<file path="src/rtl/mem_arb_pkg.sv">
`default_nettype none
// ============================================================================
// Module   : mem_arb_pkg
// Purpose  : Shared definitions for the core memory arbiter.
//            - memcontrol encodings as driven by the attached cores
//            - arbiter FSM state encoding
//            - small helper to classify a memcontrol code
// Ports    : none (package)
// Revision : 1.0 - initial release
// ============================================================================
package mem_arb_pkg;

  // Core memcontrol encoding. These values must match the core's own encoding.
  localparam logic [1:0] MC_IDLE    = 2'b00;
  localparam logic [1:0] MC_READ    = 2'b01;
  localparam logic [1:0] MC_WRITE   = 2'b10;
  localparam logic [1:0] MC_ILLEGAL = 2'b11;

  // Arbiter FSM states. Values are fixed so waveforms read the same on
  // every tool.
  typedef enum logic [1:0] {
    IDLE   = 2'd0,
    ACCESS = 2'd1,
    WAIT   = 2'd2,
    DONE   = 2'd3
  } arb_state_t;

  // True for the two codes that request a RAM access.
  function automatic logic mc_is_access(input logic [1:0] mc);
    return (mc == MC_READ) || (mc == MC_WRITE);
  endfunction

endpackage
`default_nettype wire

</file>
<file path="src/rtl/rr_arbiter.sv">
`default_nettype none
// ============================================================================
// Module   : rr_arbiter
// Purpose  : Combinational round-robin picker. Scans the request vector
//            starting at index ptr, ascending with wrap-around, and returns
//            the first requester found.
// Ports    :
//   req      in   N_CORES   request vector (one bit per core)
//   ptr      in   PTR_W     index where the search starts (< N_CORES)
//   gnt_idx  out  PTR_W     index of the selected requester
//   any      out  1         at least one request present
// Revision : 1.0 - initial release
// ============================================================================
module rr_arbiter
  import mem_arb_pkg::*;
#(
  parameter  int N_CORES = 4,
  localparam int PTR_W   = $clog2(N_CORES)
) (
  input  logic [N_CORES-1:0] req,
  input  logic [PTR_W-1:0]   ptr,
  output logic [PTR_W-1:0]   gnt_idx,
  output logic               any
);

  // One extra bit is enough to hold ptr + offset before the modulo, since
  // both are below N_CORES <= 2**PTR_W.
  always_comb begin
    logic [PTR_W:0] sum;
    logic [PTR_W:0] idx;
    logic           found;
    gnt_idx = '0;
    found   = 1'b0;
    sum     = '0;
    idx     = '0;
    for (int i = 0; i < N_CORES; i++) begin
      sum = {1'b0, ptr} + (PTR_W+1)'(i);
      idx = (sum >= (PTR_W+1)'(N_CORES)) ? sum - (PTR_W+1)'(N_CORES) : sum;
      if (!found && req[idx]) begin
        found   = 1'b1;
        gnt_idx = idx[PTR_W-1:0];
      end
    end
    any = found;
  end

endmodule
`default_nettype wire

</file>
<file path="src/rtl/core_mem_arbiter.sv">
`default_nettype none
// ============================================================================
// Module   : core_mem_arbiter
// Purpose  : Shares one single-port synchronous data RAM between N_CORES
//            cores. Each core has a one-entry request slot; pending slots are
//            served round-robin, one access at a time, and completion is
//            signalled with a one-cycle ready pulse per core.
// Ports    :
//   Clock            in   1               rising-edge clock
//   Reset            in   1               synchronous, active-high
//   core_memcontrol  in   2*N_CORES       per core: 00 idle 01 read 10 write 11 illegal
//   core_addr        in   ADDR_W*N_CORES  per-core address
//   core_wdata       in   DATA_W*N_CORES  per-core write data
//   core_rdata       out  DATA_W*N_CORES  per-core read data, held until next read
//   core_ready       out  N_CORES         1-cycle pulse: access for core k done
//   core_busy        out  N_CORES         core k has a captured, uncompleted request
//   mem_en           out  1               RAM access strobe
//   mem_we           out  1               1 = write, 0 = read
//   mem_addr         out  ADDR_W          RAM address (0 outside an access)
//   mem_wdata        out  DATA_W          RAM write data (0 outside an access)
//   mem_rdata        in   DATA_W          RAM read data, RD_LAT cycles after mem_en
//   err_illegal      out  1               sticky: a core presented code 11
// Revision : 1.0 - initial release
// ============================================================================
module core_mem_arbiter
  import mem_arb_pkg::*;
#(
  parameter int N_CORES = 4,
  parameter int ADDR_W  = 16,
  parameter int DATA_W  = 16,
  parameter int RD_LAT  = 1
) (
  input  logic                      Clock,
  input  logic                      Reset,
  input  logic [2*N_CORES-1:0]      core_memcontrol,
  input  logic [ADDR_W*N_CORES-1:0] core_addr,
  input  logic [DATA_W*N_CORES-1:0] core_wdata,
  output logic [DATA_W*N_CORES-1:0] core_rdata,
  output logic [N_CORES-1:0]        core_ready,
  output logic [N_CORES-1:0]        core_busy,
  output logic                      mem_en,
  output logic                      mem_we,
  output logic [ADDR_W-1:0]         mem_addr,
  output logic [DATA_W-1:0]         mem_wdata,
  input  logic [DATA_W-1:0]         mem_rdata,
  output logic                      err_illegal
);

  localparam int PTR_W  = $clog2(N_CORES);
  localparam int WAIT_W = $clog2(RD_LAT + 1);

  // --------------------------------------------------------------------------
  // State
  // --------------------------------------------------------------------------
  arb_state_t         state;
  logic [PTR_W-1:0]   grant;     // core being served, latched in IDLE
  logic [PTR_W-1:0]   rr_ptr;    // where the next round-robin search starts
  logic [WAIT_W-1:0]  wait_cnt;  // remaining WAIT cycles

  logic [N_CORES-1:0] slot_valid;
  logic [N_CORES-1:0] slot_we;
  logic [ADDR_W-1:0]  slot_addr  [N_CORES];
  logic [DATA_W-1:0]  slot_wdata [N_CORES];
  logic [N_CORES-1:0] armed;     // core has been idle since its last capture
  logic [DATA_W-1:0]  rdata_q    [N_CORES];

  // --------------------------------------------------------------------------
  // Per-core decode
  // --------------------------------------------------------------------------
  logic [1:0]         mc        [N_CORES];
  logic [ADDR_W-1:0]  req_addr  [N_CORES];
  logic [DATA_W-1:0]  req_wdata [N_CORES];
  logic [N_CORES-1:0] capture;
  logic [N_CORES-1:0] illegal;

  for (genvar k = 0; k < N_CORES; k++) begin : g_core
    assign mc[k]        = core_memcontrol[2*k +: 2];
    assign req_addr[k]  = core_addr[ADDR_W*k +: ADDR_W];
    assign req_wdata[k] = core_wdata[DATA_W*k +: DATA_W];

    // armed blocks a request that is still held after its ready pulse from
    // being captured a second time.
    assign capture[k] = mc_is_access(mc[k]) && !slot_valid[k] && armed[k];
    assign illegal[k] = (mc[k] == MC_ILLEGAL);

    assign core_rdata[DATA_W*k +: DATA_W] = rdata_q[k];
    assign core_ready[k] = (state == DONE) && (grant == PTR_W'(k));
  end

  assign core_busy = slot_valid;

  // --------------------------------------------------------------------------
  // Round-robin selection among the pending slots
  // --------------------------------------------------------------------------
  logic [PTR_W-1:0] arb_idx;
  logic             arb_any;

  rr_arbiter #(
    .N_CORES (N_CORES)
  ) u_rr_arbiter (
    .req     (slot_valid),
    .ptr     (rr_ptr),
    .gnt_idx (arb_idx),
    .any     (arb_any)
  );

  // --------------------------------------------------------------------------
  // Request slots, armed bits and the sticky illegal-code flag.
  // A slot is cleared on the same edge as its ready pulse ends; it cannot be
  // captured on that edge because armed is still 0 while the slot is valid.
  // --------------------------------------------------------------------------
  always_ff @(posedge Clock) begin
    if (Reset) begin
      slot_valid  <= '0;
      slot_we     <= '0;
      armed       <= '1;
      err_illegal <= 1'b0;
      for (int k = 0; k < N_CORES; k++) begin
        slot_addr[k]  <= '0;
        slot_wdata[k] <= '0;
      end
    end else begin
      err_illegal <= err_illegal | (|illegal);
      for (int k = 0; k < N_CORES; k++) begin
        if (mc[k] == MC_IDLE) begin
          armed[k] <= 1'b1;
        end else if (capture[k]) begin
          armed[k] <= 1'b0;
        end

        if (core_ready[k]) begin
          slot_valid[k] <= 1'b0;
        end else if (capture[k]) begin
          slot_valid[k] <= 1'b1;
          slot_we[k]    <= (mc[k] == MC_WRITE);
          slot_addr[k]  <= req_addr[k];
          slot_wdata[k] <= req_wdata[k];
        end
      end
    end
  end

  // --------------------------------------------------------------------------
  // Access sequencer: IDLE -> ACCESS -> (WAIT x RD_LAT for reads) -> DONE
  // --------------------------------------------------------------------------
  logic [PTR_W-1:0] next_ptr;
  assign next_ptr = (grant == PTR_W'(N_CORES - 1)) ? '0 : grant + PTR_W'(1);

  always_ff @(posedge Clock) begin
    if (Reset) begin
      state    <= IDLE;
      grant    <= '0;
      rr_ptr   <= '0;
      wait_cnt <= '0;
      for (int k = 0; k < N_CORES; k++) begin
        rdata_q[k] <= '0;
      end
    end else begin
      case (state)
        IDLE: begin
          if (arb_any) begin
            grant <= arb_idx;
            state <= ACCESS;
          end
        end
        ACCESS: begin
          if (slot_we[grant]) begin
            state <= DONE;
          end else begin
            wait_cnt <= WAIT_W'(RD_LAT);
            state    <= WAIT;
          end
        end
        WAIT: begin
          // RAM data is valid in the last WAIT cycle; capture it on its edge.
          if (wait_cnt == WAIT_W'(1)) begin
            rdata_q[grant] <= mem_rdata;
            state          <= DONE;
          end else begin
            wait_cnt <= wait_cnt - WAIT_W'(1);
          end
        end
        DONE: begin
          rr_ptr <= next_ptr;
          state  <= IDLE;
        end
        default: state <= IDLE;
      endcase
    end
  end

  // --------------------------------------------------------------------------
  // RAM port: decoded from state and the latched grant only, so it is free of
  // any combinational path from the core inputs.
  // --------------------------------------------------------------------------
  always_comb begin
    mem_en    = (state == ACCESS);
    mem_we    = 1'b0;
    mem_addr  = '0;
    mem_wdata = '0;
    if (state == ACCESS) begin
      mem_we    = slot_we[grant];
      mem_addr  = slot_addr[grant];
      mem_wdata = slot_wdata[grant];
    end
  end

endmodule
`default_nettype wire

</file>
<file path="config.mk">
export PLATFORM = sky130hd
export DESIGN_NAME = core_mem_arbiter
export DESIGN_NICKNAME = d
export VERILOG_FILES = /design/src/rtl/mem_arb_pkg.sv /design/src/rtl/rr_arbiter.sv /design/src/rtl/core_mem_arbiter.sv
export SDC_FILE = /design/constraint.sdc
export NUM_CORES = 1
export LEC_CHECK = 0
export CAP_MARGIN = 20
export CORE_AREA = 4 4 140 142
export CTS_CLUSTER_DIAMETER = 100
export DETAILED_ROUTE_END_ITERATION = 6
export DIE_AREA = 0 0 144 146
export MAX_ROUTING_LAYER = met4
export PLACE_DENSITY = 0.85
export REMOVE_ABC_BUFFERS = 1
export SLEW_MARGIN = 20
export SYNTH_ARGS = -nofsm -noshare
export SYNTH_HDL_FRONTEND = slang
export SYNTH_SLANG_ARGS = --single-unit
</file>
<file path="constraint.sdc">
create_clock -name Clock -period 5.5 [get_ports Clock]
set_input_delay 1.1 -clock Clock [delete_from_list [all_inputs] [get_ports Clock]]
set_output_delay 1.1 -clock Clock [all_outputs]
set_load 0.005 [all_outputs]
</file>
==> reports/results.ini, run 1 <==
[flow_run]
max_cap_violations=0

[power_and_ir_drop]
p_per_area_mw_per_mm2=344
p_leak_nw=4.89
peakVddDrop_uv=295

[floorplanning]
core_mm2=0.0185
fp.dieH_um=146
rows=50
io_pins=261
start_util_pct=51.0
dieArea_mm2=0.0210
die_x_um=144

[critical_path]
timing.critical_path.buf_inv=2
worst_setup_path_end_kind=output port
critPathArrivalTime_ps=2950
cp.depth=4
path_class=flop to output port
r2r_cells=5
worstPathCellList=buf_4, mux4_2, and2_1, clkdlybuf4s50_1
critPathMaxFanout=23
crit_family=flip-flops
critical_path_required_ps=4400
worst_path_largest_cell_delay_ps=900
cpMaxStageDelayCell=dfxtp_2
start_kind=flop

[placement]
post-place-ws_ps=1930
dpl_cell_area_mm2=0.0122
gp_congestion=0.820
dp_hpwl_um=17000
placed_cells=1100
io_buffer_count=260

[synthesis]
syn_inst=631
ys_warn_count=0
synth_flop_cell=edfxtp_1
synth_compound_area_share_pct=1.52
seq_area_frac_synth_pct=66.0
synth_mux_area_share_pct=8.65
synth_xor_area_share_pct=0
syn_area_per_cell_um2=14.9
synth-edff-count=192
async_reset_ff_share_pct=0
yosys.area_share.simple_pct=18.6
synth.distinct_cells=36
ys_ff_latch=214
synth_top_family_by_area=simple AND/OR/NAND/NOR gates
synthesis.area_mm2=0.00940
synth_fa_ha_area_share_pct=2.79

[timing]
timing.final.crit_period_ps=4050
finalSetupViolations=0
worst_pin_slew_ps=976
fin_ws_ps=1450
hold_viol_final=0
drv_slew=0
min_period_over_period_pct=73.7
slew-limit-headroom_pct=35.0
max_freq_mhz=247
setup_tns_ps=0
clock_skew_ps=19.9
rsz0062_at_grt=no

[global_routing]
globalRouteTotalUtil_pct=24.2
grt_pass1_vias=6395
grt_max_degree=38
grt_overflow=0
grt_pass1_wl_um=37600
antenna_found_initial=0

[clock_tree]
ctsHtreeMaxLevel=1
clk_pin_slew_ps=60
ctsResizeCount=0
root_buffer=clkbuf_16
postCtsHoldBufs=0
cts_sinks=214
cts_buffers=22
worstSkewPairLatency_ps=500
post-cts-setup-buffers=0
cts_buffer_depth=3
cts_tree=done

[routing]
drc=0
vias=6123
ant_nets=0
totalWireLength_um=25000
wire_per_inst_um=21.9
via_per_inst=5.37
dr.pass1.iters=5
first_iter_violations=338

[run_status]
outcome=finished clean

[cells_and_area]
syn_to_final_growth_pct=37.2
final_cells=1140
seq_area_mm2=0.00621
fillers=1261
multi_input_comb_area_mm2=0.00299
final_area_mm2=0.0129
n_antenna_cell=0
drive_above_1_share_pct=10.3
nNetsFinal=1066

[worst_hold_path]
min_path_cells=1
worstHoldPathType=flop to flop

[final cells by class]
cell class | count | share of cell area (%)
Sequential cell | 214 | 48.1
Multi-Input combinational cell | 367 | 23.2
Timing Repair Buffer | 268 | 20.6
Clock buffer | 25 | 4.52
Tap cell | 234 | 2.27
Clock inverter | 14 | 0.718
Inverter | 18 | 0.524
[cells in the mapped netlist, types with 2 or more instances]
cell type,n,area share [%]
nand4b_1,3,0.28
buf_1,4,0.16
nand2b_1,8,0.53
ha_1,21,2.8
inv_1,17,0.68
o41ai_1,2,0.19
nor2_1,19,0.76
nand2_1,12,0.48
nor3_1,2,0.11
a21oi_1,10,0.53
clkbuf_2,11,0.59
and2_1,224,15
or2_2,4,0.27
nor2b_1,4,0.27
mux2i_1,7,0.75
buf_4,2,0.16
a211o_1,4,0.37
buf_2,8,0.43
mux4_2,33,7.9
dfxtp_1,22,4.7
edfxtp_1,192,61
nor3_4,3,0.52
clkbuf_1,6,0.24
[placed cells by master, fill, tap and decap left out, types with 3 or more instances in the layout]
cell type,netlist,routed
a211o_1,4,4
a21oi_1,10,10
and2_1,224,224
buf_4,2,8
clkbuf_16,0,23
clkdlybuf4s50_1,0,260
clkinv_1,0,6
clkinv_2,0,4
dfxtp_1,22,20
edfxtp_1,192,192
ha_1,21,21
inv_1,17,17
mux2i_1,7,7
mux4_2,33,33
nand2_1,12,12
nand2b_1,8,4
nand2b_2,0,4
nand4b_1,3,3
nor2_1,19,15
nor2_2,0,4
nor2b_1,4,4
nor3_4,3,3
or2_2,4,4
[worst reg2reg max path, cell delays in order (launching register included)]
cell,delay [ps]
dfxtp_1,640
inv_1,210
ha_1,250
nand2_1,140
nand4b_1,250
nand2b_2,760
[path summary, 6_finish.rpt]
path                               start               end  slack [ps]
worst max-delay path                flop      mem_wdata[8]        1450
worst min-delay path            armed[3]          armed[3]         460
worst max register to register  grant[0]  slot_wdata[0][9]        2840
worst min register to register  armed[3]          armed[3]         460
[per-stage QoR]
step	util [%]	power (W)	hold slack, ps
2_1_floorplan	-	0.00257	435
3_3_place_gp	66.2	0.00305	444
3_5_place_dp	66.2	0.00308	451
4_1_cts	69.9	0.00448	464
5_1_grt	69.9	0.00464	487
6_report	69.9	0.00444	461
[logic make-up after synthesis]
logic type,after synthesis
AO/OA/AOI/OAI,21
adder cells (fa/ha/maj),21
buffers and inverters,50
flip-flops,214
multiplexers,40
AND/OR/NAND/NOR,285
[layer usage]
metal / GRT usage [%] / share of wire, % / vias to the layer above
li1: - / - / 2755
met4: 4.28 / 1.4 / 0
met3: 9.50 / 14 / 27
met2: 37.8 / 47 / 349
met1: 30.4 / 38 / 2992
met5: - / 0 / -
[sequential cells by signal (all words and copies together), names as in the netlist, named ones only]
register / count
state: 2
slot_addr: 64
wait_cnt: 1
armed: 4
slot_we: 4
core_busy: 4
rr_ptr: 2
err_illegal: 1
slot_wdata: 64
grant: 2
rdata_q: 64
[power breakdown]
group | internal (W) | switching, W | total [W]
clock network | 0.000804 | 0.000598 | 0.00140
logic | 0.000523 | 0.000385 | 0.000909
registers | 0.00199 | 0.000142 | 0.00213
total | 0.00332 | 0.00113 | 0.00444
Power figures use the tool's default switching activity.
==> run 2, diff against run 1 <==
--- a/config.mk
+++ b/config.mk
@@ -6,12 +6,12 @@
 export NUM_CORES = 1
 export LEC_CHECK = 0
 export CAP_MARGIN = 20
-export CORE_AREA = 4 4 140 142
+export CORE_AREA = 4 4 152 154
 export CTS_CLUSTER_DIAMETER = 100
 export DETAILED_ROUTE_END_ITERATION = 6
-export DIE_AREA = 0 0 144 146
+export DIE_AREA = 0 0 156 158
 export MAX_ROUTING_LAYER = met4
-export PLACE_DENSITY = 0.85
+export PLACE_DENSITY = 0.76
 export REMOVE_ABC_BUFFERS = 1
 export SLEW_MARGIN = 20
 export SYNTH_ARGS = -nofsm -noshare
==> constraint.sdc (replaced) <==
create_clock -name Clock -period 3.7 [get_ports Clock]
set_input_delay 0.74 -clock Clock [delete_from_list [all_inputs] [get_ports Clock]]
set_output_delay 0.74 -clock Clock [all_outputs]
set_load 0.005 [all_outputs]
==> run 2 against run 1 <==
Against the previous run: first-iteration DRC count is 9.2% lower; wire length is 1.0% lower; sequential share of layout area is 0.74 points lower; sequential cell count stayed put; sequential power is 46% higher; via count is 1.8% lower; combinational power is 54% higher; count of clock-buffer cells in the layout is 5 higher; core utilization is 9.5 points lower; clock skew is 14 ps lower; final area is 1.6% higher; register-to-register slack worse by 1600 ps; largest cell class unchanged.
==> reports/results.ini, run 2 (synthesized netlist as in run 1, its figures left out) <==
[placement]
dp_hpwl_um=17100  ; was 17000 µm
gp_congestion=0.788  ; was 0.820
post-place-ws_ps=830  ; was 1930 ps
io_buffer_count=260  ; unchanged

[critical_path]
worst_setup_path_end_kind=output port  ; unchanged
timing.critical_path.buf_inv=2  ; unchanged
crit_path_end=mem_wdata[0]  ; was mem_wdata[8]
worst_path_largest_cell_delay_ps=590  ; was 900 ps
r2r_start=grant[0]  ; unchanged
cpMaxStageDelayCell=dfxtp_2  ; unchanged
cp.depth=4  ; unchanged
critical_path_required_ps=2960  ; was 4400 ps
crit_family=buffers and inverters  ; was flip-flops
r2r_setup_slack_ps=1250  ; was 2840 ps
critPathArrivalTime_ps=2560  ; was 2950 ps
worstPathCellList=buf_4, mux4_2, and2_1, clkdlybuf4s50_1  ; unchanged
reg2reg_to=slot_addr[0][9]  ; was slot_wdata[0][9]
critPathMaxFanout=11  ; was 23
path_class=flop to output port  ; unchanged
r2r_cells=6  ; was 5
start_kind=flop  ; unchanged

[cells_and_area]
drive_above_1_share_pct=11.3  ; was 10.3%
nNetsFinal=1079  ; was 1066
layout_common_cells=260 x clkdlybuf4s50_1, 224 x and2_1, 192 x edfxtp_1  ; unchanged
layout.cells.most_common=clkdlybuf4s50_1  ; unchanged
reg_top3=rdata_q x64, slot_addr x64, slot_wdata x64  ; unchanged
fillers=1663  ; was 1261
syn_to_final_growth_pct=39.3  ; was 37.2%

[global_routing]
globalRouteTotalUtil_pct=20.2  ; was 24.2%
grt_pass1_vias=6284  ; was 6395
grt_pass1_wl_um=36400  ; was 37600 µm
antenna_found_initial=1  ; was 0
grt_overflow=0  ; unchanged
grt_max_degree=34  ; was 38

[flow_run]
max_cap_violations=0  ; unchanged

[routing]
ant_nets=0  ; unchanged
totalWireLength_um=24800  ; was 25000 µm
vias=6012  ; was 6123
drc=0  ; unchanged
wire_per_inst_um=20.6  ; was 21.9 µm
dr.pass1.iters=5  ; unchanged
via_per_inst=5.01  ; was 5.37
first_iter_violations=307  ; was 338

[power_and_ir_drop]
p_leak_nw=4.98  ; was 4.89 nW
power_w=0.00670  ; was 0.00444 W
p_int_w=0.00504  ; was 0.00332 W
p_clk_share_pct=32.6  ; was 31.6%
swShare_pct=24.8  ; was 25.3%
p_per_area_mw_per_mm2=511  ; was 344 mW/mm²
power.switching_w=0.00166  ; was 0.00113 W
power_frac_seq_pct=46.4  ; was 48.0%
peakVddDrop_uv=408  ; was 295 µV
power_frac_comb_pct=21.0  ; was 20.5%

[floorplanning]
io_pins=261  ; unchanged
core_mm2=0.0217  ; was 0.0185 mm²
fp.dieH_um=158  ; was 146 µm
rows=54  ; was 50
dieArea_mm2=0.0246  ; was 0.0210 mm²
die_x_um=156  ; was 144 µm
start_util_pct=43.4  ; was 51.0%

[timing]
slew-limit-headroom_pct=30.2  ; was 35.0%
setup_tns_ps=0  ; unchanged
worst_pin_slew_ps=1040  ; was 976 ps
min_period_over_period_pct=89.2
clock_skew_ps=6.23  ; was 19.9 ps
max_freq_mhz=303
rsz0062_at_grt=no  ; unchanged
drv_slew=0  ; unchanged
finalSetupViolations=0  ; unchanged
timing.final.crit_period_ps=3300
fin_ws_ps=399  ; was 1450 ps
hold_viol_final=0  ; unchanged

[clock_tree]
ctsResizeCount=0  ; unchanged
cts_buffers=24  ; was 22
cts_tree=done  ; unchanged
root_buffer=clkbuf_16  ; unchanged
ctsHtreeMaxLevel=1  ; unchanged
postCtsHoldBufs=0  ; unchanged
cts_buffer_depth=3  ; unchanged
worstSkewPairLatency_ps=500  ; about the same
post-cts-setup-buffers=0  ; unchanged
cts_sinks=214  ; unchanged
clk_pin_slew_ps=60  ; about the same

[run_status]
outcome=finished clean  ; unchanged

[worst_hold_path]
worstHoldPathType=flop to flop  ; unchanged

-- run 2: cell types whose count changed in the layout (fill, tap and decap cells not counted), sizes merged --
cell and delta:
clkinv -1, clkinvlp -3, buf +11, inv +1, clkbuf +5, diode +1
-- run 2: per-layer routing --
layer	part of all wire (%)	track usage, %	wire, µm	vias up
li1	-	-	-	2782
met1	39	24.9	9620	2893
met2	47	32.1	11600	299
met3	12	7.76	3030	38
met4	2.0	4.59	488	0
met5	0	-	0	-
-- run 2: worst min path at each step --
stage | from | endpoint | slack, ps | cells past startpoint
2_1_floorplan | armed[1] | armed[1] | 440 | 1
4_1_cts | armed[1] | armed[1] | 470 | 1
6_report | armed[3] | armed[3] | 460 | 1
5_1_grt | armed[1] | armed[1] | 490 | 1
3_3_place_gp | armed[2] | armed[2] | 440 | 1
3_5_place_dp | armed[3] | armed[3] | 450 | 1
-- run 2: layout make-up --
| type | instances | area (µm²) | share of cell area, % |
|---|---|---|---|
| Sequential cell | 214 | 6210 | 47.4 |
| Multi-Input combinational cell | 367 | 2990 | 22.8 |
| Timing Repair Buffer | 279 | 2760 | 21.1 |
| Clock buffer | 30 | 644 | 4.92 |
| Tap cell | 280 | 350 | 2.67 |
| Clock inverter | 11 | 77.6 | 0.592 |
| Inverter | 18 | 67.6 | 0.516 |
| Antenna cell | 1 | 2.50 | 0.0191 |
-- run 2: per-stage QoR --
stage                     cell area [µm²]  hold slack, ps  util (%)  std cells
after global placement              12400             444      57.1       1158
after CTS                           13100             467      60.4       1199
after global routing                13100             489      60.4       1200
final                               13100             463      60.4       1200
after floorplan                      9250             435         -        599
after detailed placement            12400             453      57.1       1158
-- run 2: power groups by stage --
stage                     combinational (W)  sequential, W  clock [W]
final                               0.00140        0.00311    0.00218
after global routing                0.00153        0.00314    0.00236
after CTS                           0.00143        0.00312    0.00224
after detailed placement            0.00142        0.00317          0
after global placement              0.00140        0.00315          0
after floorplan                    0.000669        0.00315          0
==> run 3, diff against run 2 <==
--- a/config.mk
+++ b/config.mk
@@ -6,12 +6,14 @@
 export NUM_CORES = 1
 export LEC_CHECK = 0
 export CAP_MARGIN = 20
-export CORE_AREA = 4 4 152 154
+export CELL_PAD_IN_SITES_DETAIL_PLACEMENT = 1
+export CELL_PAD_IN_SITES_GLOBAL_PLACEMENT = 1
+export CORE_AREA = 4 4 169 171
 export CTS_CLUSTER_DIAMETER = 100
 export DETAILED_ROUTE_END_ITERATION = 6
-export DIE_AREA = 0 0 156 158
+export DIE_AREA = 0 0 173 175
 export MAX_ROUTING_LAYER = met4
-export PLACE_DENSITY = 0.76
+export PLACE_DENSITY_LB_ADDON = 0.1
 export REMOVE_ABC_BUFFERS = 1
 export SLEW_MARGIN = 20
 export SYNTH_ARGS = -nofsm -noshare
==> run 3 against run 2 <==
Against the previous run: clock skew up 3.5 ps; via count up 1.0%; fmax grew 2.1%; critical path type unchanged.
==> reports/results.ini, run 3 (synthesized netlist as in run 1, its figures left out) <==
[run_status]
outcome=finished clean  ; unchanged

[critical_path]
worst_setup_path_end_kind=output port  ; unchanged
cpMaxStageDelayCell=dfxtp_2  ; unchanged
crit_family=buffers and inverters  ; unchanged
path_class=flop to output port  ; unchanged
start_kind=flop  ; unchanged
timing.critical_path.buf_inv=2  ; unchanged
worstPathCellList=buf_4, mux4_2, and2_1, clkdlybuf4s50_1  ; unchanged
critPathMaxFanout=10  ; was 11
critical_path_required_ps=2960  ; about the same
critPathArrivalTime_ps=2490  ; was 2560 ps
worst_path_largest_cell_delay_ps=580  ; was 590 ps
r2r_start=grant[0]  ; unchanged

[floorplanning]
die_x_um=173  ; was 156 µm
rows=60  ; was 54
fp.dieH_um=175  ; was 158 µm
core_mm2=0.0269  ; was 0.0217 mm²
io_pins=261  ; unchanged
start_util_pct=35.0  ; was 43.4%
dieArea_mm2=0.0303  ; was 0.0246 mm²

[placement]
dp_hpwl_um=18700  ; was 17100 µm
placed_cells=1218  ; was 1158
dpl_cell_area_mm2=0.0124  ; about the same
gp_congestion=0.794  ; was 0.788
io_buffer_count=260  ; unchanged
post-place-ws_ps=788  ; was 830 ps

[routing]
vias=6074  ; was 6012
wire_per_inst_um=22.0  ; was 20.6 µm
totalWireLength_um=27900  ; was 24800 µm
first_iter_violations=292  ; was 307
dr.pass1.iters=4  ; was 5
via_per_inst=4.79  ; was 5.01
ant_nets=0  ; unchanged
drc=0  ; unchanged

[global_routing]
grt_overflow=0  ; unchanged
globalRouteTotalUtil_pct=18.8  ; was 20.2%
grt_max_degree=37  ; was 34
antenna_found_initial=4  ; was 1
grt_pass1_wl_um=42500  ; was 36400 µm
grt_pass1_vias=7054  ; was 6284

[cells_and_area]
final_cells=1268  ; was 1200
seq_area_mm2=0.00621  ; unchanged
reg_top3=rdata_q x64, slot_addr x64, slot_wdata x64  ; unchanged
final_area_mm2=0.0132  ; was 0.0131 mm²
layout.cells.most_common=clkdlybuf4s50_1  ; unchanged
multi_input_comb_area_mm2=0.00299  ; unchanged
drive_above_1_share_pct=11.3  ; about the same
layout_common_cells=260 x clkdlybuf4s50_1, 224 x and2_1, 192 x edfxtp_1  ; unchanged
final_util_pct=49.2  ; was 60.4%
nNetsFinal=1080  ; was 1079
fillers=2668  ; was 1663
syn_to_final_growth_pct=40.6  ; was 39.3%

[flow_run]
max_cap_violations=0  ; unchanged

[timing]
timing.final.crit_period_ps=3230  ; was 3300 ps
min_period_over_period_pct=87.4  ; was 89.2%
rsz0062_at_grt=no  ; unchanged
setup_tns_ps=0  ; unchanged
worst_pin_slew_ps=563  ; was 1040 ps
finalSetupViolations=0  ; unchanged
drv_slew=0  ; unchanged
clock_skew_ps=9.78  ; was 6.23 ps
max_freq_mhz=309  ; was 303 MHz
slew-limit-headroom_pct=62.5  ; was 30.2%
hold_viol_final=0  ; unchanged
fin_ws_ps=467  ; was 399 ps

[clock_tree]
postCtsHoldBufs=0  ; unchanged
ctsHtreeMaxLevel=1  ; unchanged
clk_pin_slew_ps=60  ; about the same
cts_sinks=214  ; unchanged
cts_buffer_depth=3  ; unchanged
post-cts-setup-buffers=0  ; unchanged
worstSkewPairLatency_ps=510  ; was 500 ps
root_buffer=clkbuf_16  ; unchanged
ctsResizeCount=0  ; unchanged
cts_buffers=25  ; was 24
cts_tree=done  ; unchanged

[worst_hold_path]
worstHoldPathType=flop to flop  ; unchanged
min_from=armed[2]  ; was armed[3]

[power_and_ir_drop]
peakVddDrop_uv=285  ; was 408 µV
p_per_area_mw_per_mm2=522  ; was 511 mW/mm²
p_leak_nw=4.99  ; was 4.98 nW

run 3: changes by cell type in the layout (fill, tap and decap cells not counted), sizes merged:
cell / before / now
bufinv: 1 / 2
clkinvlp: 0 / 1
diode: 1 / 4
clkbuf: 30 / 32
run 3: metal layers:
layer  wire length, µm  track usage, %  vias up
li1                  -               -     2790
met5                 0               -        -
met4               403            3.66        0
met2             13800            32.1      232
met1             11100            21.7     3019
met3              2680            6.66       33
run 3: cell type report:
class                           count  area share [%]
Multi-Input combinational cell    367            22.6
Antenna cell                        4          0.0757
Clock inverter                     13           0.851
Tap cell                          341            3.23
Inverter                           18           0.511
Clock buffer                       32            4.93
Sequential cell                   214            46.9
Timing Repair Buffer              279            20.8
run 3: path summary, 6_finish.rpt:
check	end	slack, ps	depth (start not counted)
worst min-delay path	armed[2]	470	1
worst max-delay path	mem_addr[6]	470	4
worst max register to register	slot_wdata[2][2]	1190	6
worst min register to register	armed[2]	470	1
run 3: through the flow:
stage,power [W],hold WS [ps]
after floorplan,0.00382,435
after global placement,0.00461,444
after detailed placement,0.00467,452
after CTS,0.00701,465
after global routing,0.00724,486
final,0.00690,465
run 3: power breakdown:
| group | switching [W] | internal, W |
|---|---|---|
| combinational | 0.000688 | 0.000803 |
| clock | 0.000943 | 0.00138 |
| sequential | 0.000142 | 0.00295 |
| total | 0.00177 | 0.00513 |
